===== config.mk =====
export PLATFORM = sky130hd
export DESIGN_NAME = cpu8_core_flat
export DESIGN_NICKNAME = d
export VERILOG_FILES = /design/src/rtl/cpu8_pkg.sv /design/src/rtl/cpu8_if.sv /design/src/rtl/cpu8_alu.sv /design/src/rtl/cpu8_core.sv /design/src/flat_wrapper.sv
export SDC_FILE = /design/constraint.sdc
export NUM_CORES = 2
export LEC_CHECK = 0
export ABC_CLOCK_PERIOD_IN_PS = 4000
export BUFFER_PORTS_ARGS = -buffer_cell sky130_fd_sc_hd__buf_2
export CAP_MARGIN = 30
export CORE_MARGIN = 2
export CORE_UTILIZATION = 55
export CTS_CLUSTER_SIZE = 30
export DETAILED_ROUTE_END_ITERATION = 7
export HOLD_SLACK_MARGIN = 0.05
export MAX_ROUTING_LAYER = met4
export PLACE_DENSITY_LB_ADDON = 0.1
export REMOVE_ABC_BUFFERS = 1
export SETUP_SLACK_MARGIN = 0.4
export SLEW_MARGIN = 20
export SYNTH_ARGS = -nofsm -noshare
export SYNTH_HDL_FRONTEND = slang
export SYNTH_MEMORY_MAX_BITS = 65536
export SYNTH_SLANG_ARGS = --single-unit

===== constraint.sdc =====
create_clock -name i_clk -period 4 [get_ports i_clk]
set_input_delay 0.8 -clock i_clk [delete_from_list [all_inputs] [get_ports i_clk]]
set_output_delay 0.8 -clock i_clk [all_outputs]
set_load 0.01 [all_outputs]

===== src/rtl/cpu8_pkg.sv =====
// Shared opcode, ALU-op, state and instruction-field definitions for the cpu8 core.
package cpu8_pkg;

  localparam logic [3:0] OP_ADD  = 4'b0000;
  localparam logic [3:0] OP_SUB  = 4'b0001;
  localparam logic [3:0] OP_LOAD = 4'b1000;
  localparam logic [3:0] OP_INC  = 4'b1010;
  localparam logic [3:0] OP_DEC  = 4'b1011;
  localparam logic [3:0] OP_HLT  = 4'b1100;
  localparam logic [3:0] OP_JNZ  = 4'b1110;
  localparam logic [3:0] OP_JMP  = 4'b1111;

  localparam logic [2:0] ALU_ADD = 3'b000;
  localparam logic [2:0] ALU_SUB = 3'b001;
  localparam logic [2:0] ALU_AND = 3'b010;
  localparam logic [2:0] ALU_OR  = 3'b011;
  localparam logic [2:0] ALU_XOR = 3'b100;
  localparam logic [2:0] ALU_NOT = 3'b101;
  localparam logic [2:0] ALU_SHL = 3'b110;
  localparam logic [2:0] ALU_SHR = 3'b111;

  localparam int OP_LSB  = 12;
  localparam int RD_LSB  = 8;
  localparam int RS1_LSB = 4;
  localparam int RS2_LSB = 0;
  localparam int IMM_LSB = 0;

  typedef enum logic [1:0] {
    ST_FETCH = 2'd0,
    ST_EXEC  = 2'd1,
    ST_HALT  = 2'd2
  } state_t;

endpackage


===== src/rtl/cpu8_if.sv =====
// Program-load, run control, debug-read and status bundle between the core and its host.
interface cpu8_if;
  logic        prog_we;
  logic [7:0]  prog_addr;
  logic [15:0] prog_data;
  logic        run;
  logic [1:0]  dbg_sel;
  logic [7:0]  dbg_data;
  logic [7:0]  pc;
  logic [15:0] ir;
  logic [7:0]  alu_out;
  logic        halted;

  modport master (
    output prog_we, prog_addr, prog_data, run, dbg_sel,
    input  dbg_data, pc, ir, alu_out, halted
  );

  modport slave (
    input  prog_we, prog_addr, prog_data, run, dbg_sel,
    output dbg_data, pc, ir, alu_out, halted
  );
endinterface


===== src/rtl/cpu8_alu.sv =====
// Combinational 8-bit ALU, modulo-256 arithmetic, no flags.
module cpu8_alu
  import cpu8_pkg::*;
(
  input  logic [2:0] i_op,
  input  logic [7:0] i_a,
  input  logic [7:0] i_b,
  output logic [7:0] o_y
);

  always_comb begin
    o_y = '0;
    case (i_op)
      ALU_ADD: o_y = i_a + i_b;
      ALU_SUB: o_y = i_a - i_b;
      ALU_AND: o_y = i_a & i_b;
      ALU_OR:  o_y = i_a | i_b;
      ALU_XOR: o_y = i_a ^ i_b;
      ALU_NOT: o_y = ~i_a;
      ALU_SHL: o_y = {i_a[6:0], 1'b0};
      ALU_SHR: o_y = {1'b0, i_a[7:1]};
      default: o_y = '0;
    endcase
  end

endmodule


===== src/rtl/cpu8_core.sv =====
// 8-bit two-cycle fetch/execute core: 256x16 imem, 4x8 register file, ALU, sequencer.
module cpu8_core
  import cpu8_pkg::*;
(
  input  logic   i_clk,
  input  logic   i_rst,
  cpu8_if.slave  bus
);

  logic [15:0] r_imem [256];
  logic [7:0]  r_regs [4];
  logic [7:0]  r_pc;
  logic [15:0] r_ir;
  logic        r_halted;
  state_t      r_state;
  state_t      w_state_nxt;

  logic [3:0]  w_op;
  logic [1:0]  w_rd, w_rs1, w_rs2;
  logic [7:0]  w_imm;
  logic [2:0]  w_alu_op;
  logic [7:0]  w_alu_a, w_alu_b, w_alu_y;
  logic        w_reg_we, w_ir_ld, w_halt_set;
  logic [7:0]  w_reg_wdat, w_pc_nxt;

  assign w_op  = r_ir[OP_LSB +: 4];
  assign w_rd  = r_ir[RD_LSB +: 2];
  assign w_rs1 = r_ir[RS1_LSB +: 2];
  assign w_rs2 = r_ir[RS2_LSB +: 2];
  assign w_imm = r_ir[IMM_LSB +: 8];

  // INC/DEC reuse the add/sub datapath with R[rd] and a constant one.
  always_comb begin
    w_alu_op = ALU_ADD;
    w_alu_a  = r_regs[w_rs1];
    w_alu_b  = r_regs[w_rs2];
    case (w_op)
      OP_SUB: w_alu_op = ALU_SUB;
      OP_INC: begin
        w_alu_a = r_regs[w_rd];
        w_alu_b = 8'h01;
      end
      OP_DEC: begin
        w_alu_op = ALU_SUB;
        w_alu_a  = r_regs[w_rd];
        w_alu_b  = 8'h01;
      end
      default: ;
    endcase
  end

  cpu8_alu u_alu (
    .i_op (w_alu_op),
    .i_a  (w_alu_a),
    .i_b  (w_alu_b),
    .o_y  (w_alu_y)
  );

  always_comb begin
    w_state_nxt = r_state;
    w_ir_ld     = 1'b0;
    w_reg_we    = 1'b0;
    w_reg_wdat  = w_alu_y;
    w_pc_nxt    = r_pc;
    w_halt_set  = 1'b0;
    case (r_state)
      ST_FETCH: begin
        w_ir_ld = 1'b1;
        if (bus.run) w_state_nxt = ST_EXEC;
      end
      ST_EXEC: begin
        w_state_nxt = ST_FETCH;
        w_pc_nxt    = r_pc + 8'd1;
        case (w_op)
          OP_ADD, OP_SUB, OP_INC, OP_DEC: w_reg_we = 1'b1;
          OP_LOAD: begin
            w_reg_we   = 1'b1;
            w_reg_wdat = w_imm;
          end
          OP_JMP: w_pc_nxt = w_imm;
          OP_JNZ: if (r_regs[w_rd] != 8'd0) w_pc_nxt = w_imm;
          OP_HLT: begin
            w_pc_nxt    = r_pc;
            w_halt_set  = 1'b1;
            w_state_nxt = ST_HALT;
          end
          default: ;
        endcase
      end
      ST_HALT: ;
      default: w_state_nxt = ST_FETCH;
    endcase
  end

  always_ff @(posedge i_clk) begin
    if (i_rst) r_state <= ST_FETCH;
    else       r_state <= w_state_nxt;
  end

  always_ff @(posedge i_clk) begin
    if (i_rst) begin
      r_pc     <= '0;
      r_ir     <= '0;
      r_halted <= 1'b0;
      for (int i = 0; i < 4; i++) r_regs[i] <= '0;
    end else begin
      r_pc <= w_pc_nxt;
      if (w_ir_ld)    r_ir <= r_imem[r_pc];
      if (w_reg_we)   r_regs[w_rd] <= w_reg_wdat;
      if (w_halt_set) r_halted <= 1'b1;
    end
  end

  // Program memory is outside the reset domain so a host can load it while the core is held.
  always_ff @(posedge i_clk) begin
    if (bus.prog_we) r_imem[bus.prog_addr] <= bus.prog_data;
  end

  assign bus.dbg_data = r_regs[bus.dbg_sel];
  assign bus.pc       = r_pc;
  assign bus.ir       = r_ir;
  assign bus.alu_out  = w_alu_y;
  assign bus.halted   = r_halted;

endmodule


===== src/flat_wrapper.sv =====
// flat-port wrapper written by rule: the top's interface ports become plain ports
module cpu8_core_flat import cpu8_pkg::*;
  (i_clk, i_rst, bus_prog_we, bus_prog_addr, bus_prog_data, bus_run, bus_dbg_sel, bus_dbg_data, bus_pc, bus_ir, bus_alu_out, bus_halted);
  cpu8_if bus_i ();
  input  logic i_clk;
  input  logic i_rst;
  input wire logic [$bits(bus_i.prog_we)-1:0] bus_prog_we;
  input wire logic [$bits(bus_i.prog_addr)-1:0] bus_prog_addr;
  input wire logic [$bits(bus_i.prog_data)-1:0] bus_prog_data;
  input wire logic [$bits(bus_i.run)-1:0] bus_run;
  input wire logic [$bits(bus_i.dbg_sel)-1:0] bus_dbg_sel;
  output wire logic [$bits(bus_i.dbg_data)-1:0] bus_dbg_data;
  output wire logic [$bits(bus_i.pc)-1:0] bus_pc;
  output wire logic [$bits(bus_i.ir)-1:0] bus_ir;
  output wire logic [$bits(bus_i.alu_out)-1:0] bus_alu_out;
  output wire logic [$bits(bus_i.halted)-1:0] bus_halted;
  assign bus_i.prog_we = bus_prog_we;
  assign bus_i.prog_addr = bus_prog_addr;
  assign bus_i.prog_data = bus_prog_data;
  assign bus_i.run = bus_run;
  assign bus_i.dbg_sel = bus_dbg_sel;
  assign bus_dbg_data = bus_i.dbg_data;
  assign bus_pc = bus_i.pc;
  assign bus_ir = bus_i.ir;
  assign bus_alu_out = bus_i.alu_out;
  assign bus_halted = bus_i.halted;
  cpu8_core u_core (.i_clk(i_clk), .i_rst(i_rst), .bus(bus_i));
endmodule

Yosys cells after proc, flatten, opt, wreduce, memory -nomap -nowiden
Memory sizes are Yosys's and may differ from the RTL's. A register that Yosys moved wholly into a read port is not among the register bits.
Index checks and enable logic that the tools add are counted.
{"block": "word_totals", "out_inout_bits": 41, "input_bits": 30, "regBits": 11, "n_memories": 2, "ram_bits": 4128}
{"block": "op_classes", "add_sub_neg": 3, "bitwise_logic": 6, "muxes": 26, "n_reduce_logical": 10, "eq_ne": 17}
{"name": "u_core.r_imem", "words": 256, "width": 16, "read_ports": 1, "rd_clocked_by_memory_dff": 1, "wr": 1, "line_no": "cpu8_core.sv:10", "source": "logic [15:0] r_imem [256];"}
{"name": "u_core.r_regs", "words": 4, "width": 8, "read_ports": 4, "rd_clocked_by_memory_dff": 0, "wr": 4, "line_no": "cpu8_core.sv:11", "source": "logic [7:0] r_regs [4];"}
{"op": "8-bit case mux with 8 select lines", "n": 1}
{"op": "8-bit two-way mux", "n": 6}
{"op": "4-bit == test, second input constant", "n": 6}
{"op": "8-bit case mux with 3 select lines", "n": 1}
{"op": "1-bit two-way mux", "n": 14}
{"op": "3-bit == test, second input constant", "n": 4}
{"op": "8-bit by 1-bit adder with 8-bit output, second input constant", "n": 1}
{"op": "8-bit adder", "n": 1}
{"op": "8-bit bitwise AND", "n": 1}
{"op": "8-bit inverter", "n": 1}
{"op": "8-bit bitwise OR", "n": 1}
{"op": "8-bit nonzero test", "n": 1}
{"op": "8-bit OR reduction", "n": 1}
{"op": "8-bit subtractor", "n": 1}
{"op": "8-bit bitwise XOR", "n": 1}
{"op": "3-bit by 2-bit == test with 1-bit output, second input constant", "n": 2}
{"op": "2-bit two-way mux", "n": 3}
{"op": "2-bit case mux with 3 select lines", "n": 1}
{"op": "5-bit OR reduction", "n": 1}
{"op": "4-bit by 1-bit == test with 1-bit output, second input constant", "n": 1}
{"op": "4-bit logical NOT", "n": 1}
{"op": "2-bit AND reduction", "n": 2}
{"op": "2-bit OR reduction", "n": 2}
{"op": "3-bit by 1-bit == test with 1-bit output, second input constant", "n": 1}
{"op": "other kinds (6)", "n": 7}

Depth between registers and ports, before layout
{"block": "logic_depth", "word_depth": 9, "depth_mapped": 14}

Modules after synthesis
A second synthesis with hierarchy kept.
{"block": "hier_totals", "cells_unflattened": 7884, "hier_area_um2": 162791.1}
{"mod": "cpu8_core", "area_each_um2": 161625.0, "cells_per_inst": 7724, "seq_area_each_um2": 124499.4, "instances": 1}
{"mod": "cpu8_alu", "area_each_um2": 1166.1, "cells_per_inst": 160, "seq_area_each_um2": 0.0, "instances": 1}

Worst setup path after synthesis
Ideal clock, no wire load.
{"block": "synth_path", "path_kind": "register -> output", "start": "register u_core.r_ir[4], in the netlist u_core.bus.ir[4], read port of u_core.r_imem", "end": "output bus_alu_out[6]", "t_arrival_ps": 3035, "path_stages_with_launch": 12, "required_time_ps": 3200, "slack_ps": 165, "path_cell_list": "dfxtp_1 -> buf_1 -> mux4_2 -> mux2i_1 -> ha_1 -> inv_1 -> fa_1 -> a21o_1 -> a21oi_1 -> o21bai_1 -> a21oi_1 -> xnor2_1"}
{"block": "synth_via", "elab_chain_cells": 4, "elab_cells_between_ends": 9}
{"element": "from (decl)", "line_no": "cpu8_core.sv:13", "source": "logic [15:0] r_ir;"}
{"element": "memory read 4 x 8 bit *"}
{"element": "8-bit two-way mux *"}
{"element": "8-bit subtractor (tied with other cells)", "line_no": "cpu8_alu.sv:15", "source": "ALU_SUB: o_y = i_a - i_b;"}
{"element": "8-bit case mux with 8 select lines *", "line_no": "cpu8_alu.sv:13", "source": "case (i_op)"}
{"element": "to (decl)", "line_no": "flat_wrapper.sv:15", "source": "output wire logic [$bits(bus_i.alu_out)-1:0] bus_alu_out;"}
Every way passes the cells marked *; elsewhere a longest branch is shown, timed or not.

Final worst setup path
{"block": "layout_path", "start": "register u_core.r_ir[0], in the netlist u_core.bus.ir[0], read port of u_core.r_imem", "end": "output bus_alu_out[7]"}
{"block": "layout_via", "elab_chain_cells": 4, "elab_cells_between_ends": 8}
{"element": "memory read 4 x 8 bit *"}
{"element": "8-bit two-way mux *", "line_no": "cpu8_core.sv:37", "source": "case (w_op)"}
{"element": "8-bit subtractor (tied with other cells)", "line_no": "cpu8_alu.sv:15"}
{"element": "8-bit case mux with 8 select lines *", "line_no": "cpu8_alu.sv:13"}
Marks and branches as above.

==> metrics <==
Antenna Violating Nets Remaining 0; Synth area leader edfxtp_1; setup slack, reg-to-reg 0.48 ns; Critical Path AT 3.79 ns; Slew HR between 20% and 30%; endpoints failing hold 0; CP Class register to output pin; layout cells sized above 1 between 30% and 40%; most common cell in the netlist edfxtp_1; final setup vio count 7; TritonCTS Sinks 4,155; Routed WL just over 400,000 um; status finished with violations; # H-tree levels 5; die height between 500 and 600 um; Synth top area share roughly 78%; crit-path cells buf_8 > mux4_2 > nor4_4 > nor2_2 > o211ai_1 > o21ai_1 > ha_1 > or3_1 > o211ai_1 > xnor2_1 > buf_2; Final min period roughly 4.6 ns; Slew Viols, Final 0; Synth area leaders edfxtp_1, mux4_2, mux2i_1; Root Buffer clkbuf_16; worst hold stages 2; RSZ-0062 raised after global routing true; Avg Inst Size Synth roughly 22 um2; Switching Fraction a little over a fifth; switching pwr ~0.019 W; clock-pin slew on the worst setup and hold paths roughly 0.06 ns; synthesis-stage register bit count between 4,000 and 5,000; Layout Nets 7,969; fin crit share 114.7%; die area 294,700 um2; Crit Path Max Fanout 5; pwr dens between 400 and 500 nW/um2; Worst Skew between 0.06 and 0.07 ns; hpwl dp 250,600 um; number of DRC markers in iteration 0 about 10,000; Req. time, crit path between 3 and 4 ns; drt first pass iters 5; die width between 500 and 600 um; vias in the first global route between 70,000 and 80,000; initial antenna violation count 20; num rows 197; Pleak roughly 56 nW; # hold bufs at CTS 0; TritonCTS clock tree yes; Clock Path Buffers 4; largest net degree at the start of global routing around 120; Least-Margin Pin Slew between 1 and 1.5 ns; Post-synth EDFFs 4,128; routability cong. between 0.8 and 0.9; clock network power share about two fifths; Avg Vias per Cell 6.502; worst hold path class input port to register; Largest stage delay, worst path roughly 0.54 ns; Worst path most repeated cell o211ai_1; combinational share of power between 5 and 6%; Reg-to-Reg End u_core.bus.ir[11]; failing checks setup timing; asr flop ratio synth 0%; hold_sp bus_run; io pins 71; tightest hold margin 0.1347 ns; top post-synthesis cells by count edfxtp_1, mux4_2, nor2_1, clkbuf_1, mux2i_1; Critical path buffers and inverters 2; Num CTS Buffers around 420; wire per inst roughly 34 um; core area 288,400 um2; DRC 0; fmax approximately 0.22 GHz; yosys warns 0; Cell variety after synth 56; port bufs 70; CP top delay family simple AND/OR/NAND/NOR gates; post-synthesis sequential area ratio a little under 80%; total power roughly 0.091 W; slowest cell on the critical path mux4_2; CP Launch Type register; Pint ~0.072 W; cells after synthesis about 7,200; worst skew pair latency between 0.9 and 1 ns; worst-case reg-to-reg path depth 8; Worst Hold Path EP u_core.r_state[0]; Initial Util between 50% and 60%; Worst VDD drop 0.4088 mV; Flop pwr share between 50% and 60%; Final WS setup -0.5888 ns; layout filler cell count slightly below 20,000; CP endpoint kind output pin; via count slightly below 80,000; wire length of the first global-routing pass slightly below 600,000 um; Cell Area, Synth 159,700 um2; grt ovf 0; top_reg_cell synth edfxtp_1; Max Cap Viol 0; reg2reg start u_core.bus.pc[4]; Area growth, synth to finish 14.46%; gr usage total between 20 and 30%
## cells in the final DEF (no fill, tap or decap), types with 72 or more instances in the layout
cell / Yosys / routed
o22ai_1: 149 / 149
mux4_2: 1040 / 1040
nand2_1: 112 / 110
nor2_1: 333 / 308
buf_12: 0 / 93
clkinv_1: 0 / 96
edfxtp_1: 4128 / 4128
clkinv_2: 0 / 95
nand3_1: 95 / 91
buf_4: 51 / 593
clkbuf_1: 213 / 72
a22oi_1: 155 / 155
clkbuf_16: 0 / 418
mux2i_1: 163 / 162
## cells by family after synthesis
| kind of cell | share of synthesized area (%) |
|---|---|
| AO/OA/AOI/OAI | 2.750 |
| XOR/XNOR | 0.06580 |
| adder cells (fa/ha/maj) | 0.08304 |
| buffers and inverters | 1.358 |
| flip-flops | 77.95 |
| multiplexers | 15.76 |
| AND/OR/NAND/NOR | 2.036 |
## worst max path at each step
stage,startpoint,endpoint,slack (ns),cells after the start
after detailed placement,u_core.bus.ir[0],bus_alu_out[7],0.07,12
final,u_core.bus.ir[0],bus_alu_out[7],-0.59,11
after global routing,u_core.bus.ir[0],bus_alu_out[7],-0.81,12
after global placement,u_core.bus.ir[0],bus_alu_out[7],0.03,12
after floorplan,u_core.bus.pc[0],u_core.bus.ir[0],-48.65,6
after CTS,u_core.r_regs[3][0],bus_alu_out[6],-0.68,13
## power groups by stage
stage	combinational, W	sequential [W]	clock (W)
after floorplan	0.00630	0.0494	0
after global placement	0.00507	0.0490	0
after detailed placement	0.00513	0.0490	0
after CTS	0.00523	0.0481	0.0385
after global routing	0.00560	0.0480	0.0402
final	0.00528	0.0481	0.0380
## repair_timing
action                                  4_1_cts  5_1_grt
pin swaps                                    15       16
buffers inserted                              6       11
resized for setup                            16       23
endpoints found under the setup margin        9       15
## routing by layer
layer | vias to the layer above | global-route usage (%) | part of all wire, %
li1 | 32080 | - | -
met5 | - | - | 0
met3 | 587 | 4.347 | 7.9
met4 | 0 | 8.630 | 3.3
met2 | 3505 | 44.55 | 49
met1 | 42280 | 40.49 | 40
## sequential cells by signal, summed over array words and instances, names as in the netlist
name,cells
u_core.r_regs,32
u_core.bus.halted,1
u_core.r_imem,4096
u_core.r_state,2
u_core.bus.pc,8
u_core.bus.ir,16
## area by class of cell
cell class | count | area [um2] | share of cell area (%)
antenna | 11 | 27.53 | 0.01506
inverter | 11 | 41.29 | 0.02258
multi-input combinational | 2582 | 33350 | 18.24
tap | 3781 | 4731 | 2.588
clock inverter | 272 | 2499 | 1.367
sequential | 4155 | 124500 | 68.11
clock buffer | 490 | 10730 | 5.869
timing repair buffer | 763 | 6923 | 3.787
## stage by stage
| step | util [%] | worst slack, ns | TNS [ns] | std cells | area, um2 |
|---|---|---|---|---|---|
| 2_1_floorplan | - | -48.65 | -1153.98 | 6748 | 157600 |
| 3_3_place_gp | 58.67 | 0.03058 | 0 | 11270 | 169200 |
| 3_5_place_dp | 58.69 | 0.07071 | 0 | 11270 | 169200 |
| 4_1_cts | 63.31 | -0.6797 | -3.781 | 12040 | 182600 |
| 5_1_grt | 63.39 | -0.8077 | -3.937 | 12060 | 182800 |
| 6_report | 63.40 | -0.5888 | -2.776 | 12070 | 182800 |
Note: power is estimated with default switching activity, not from simulation.
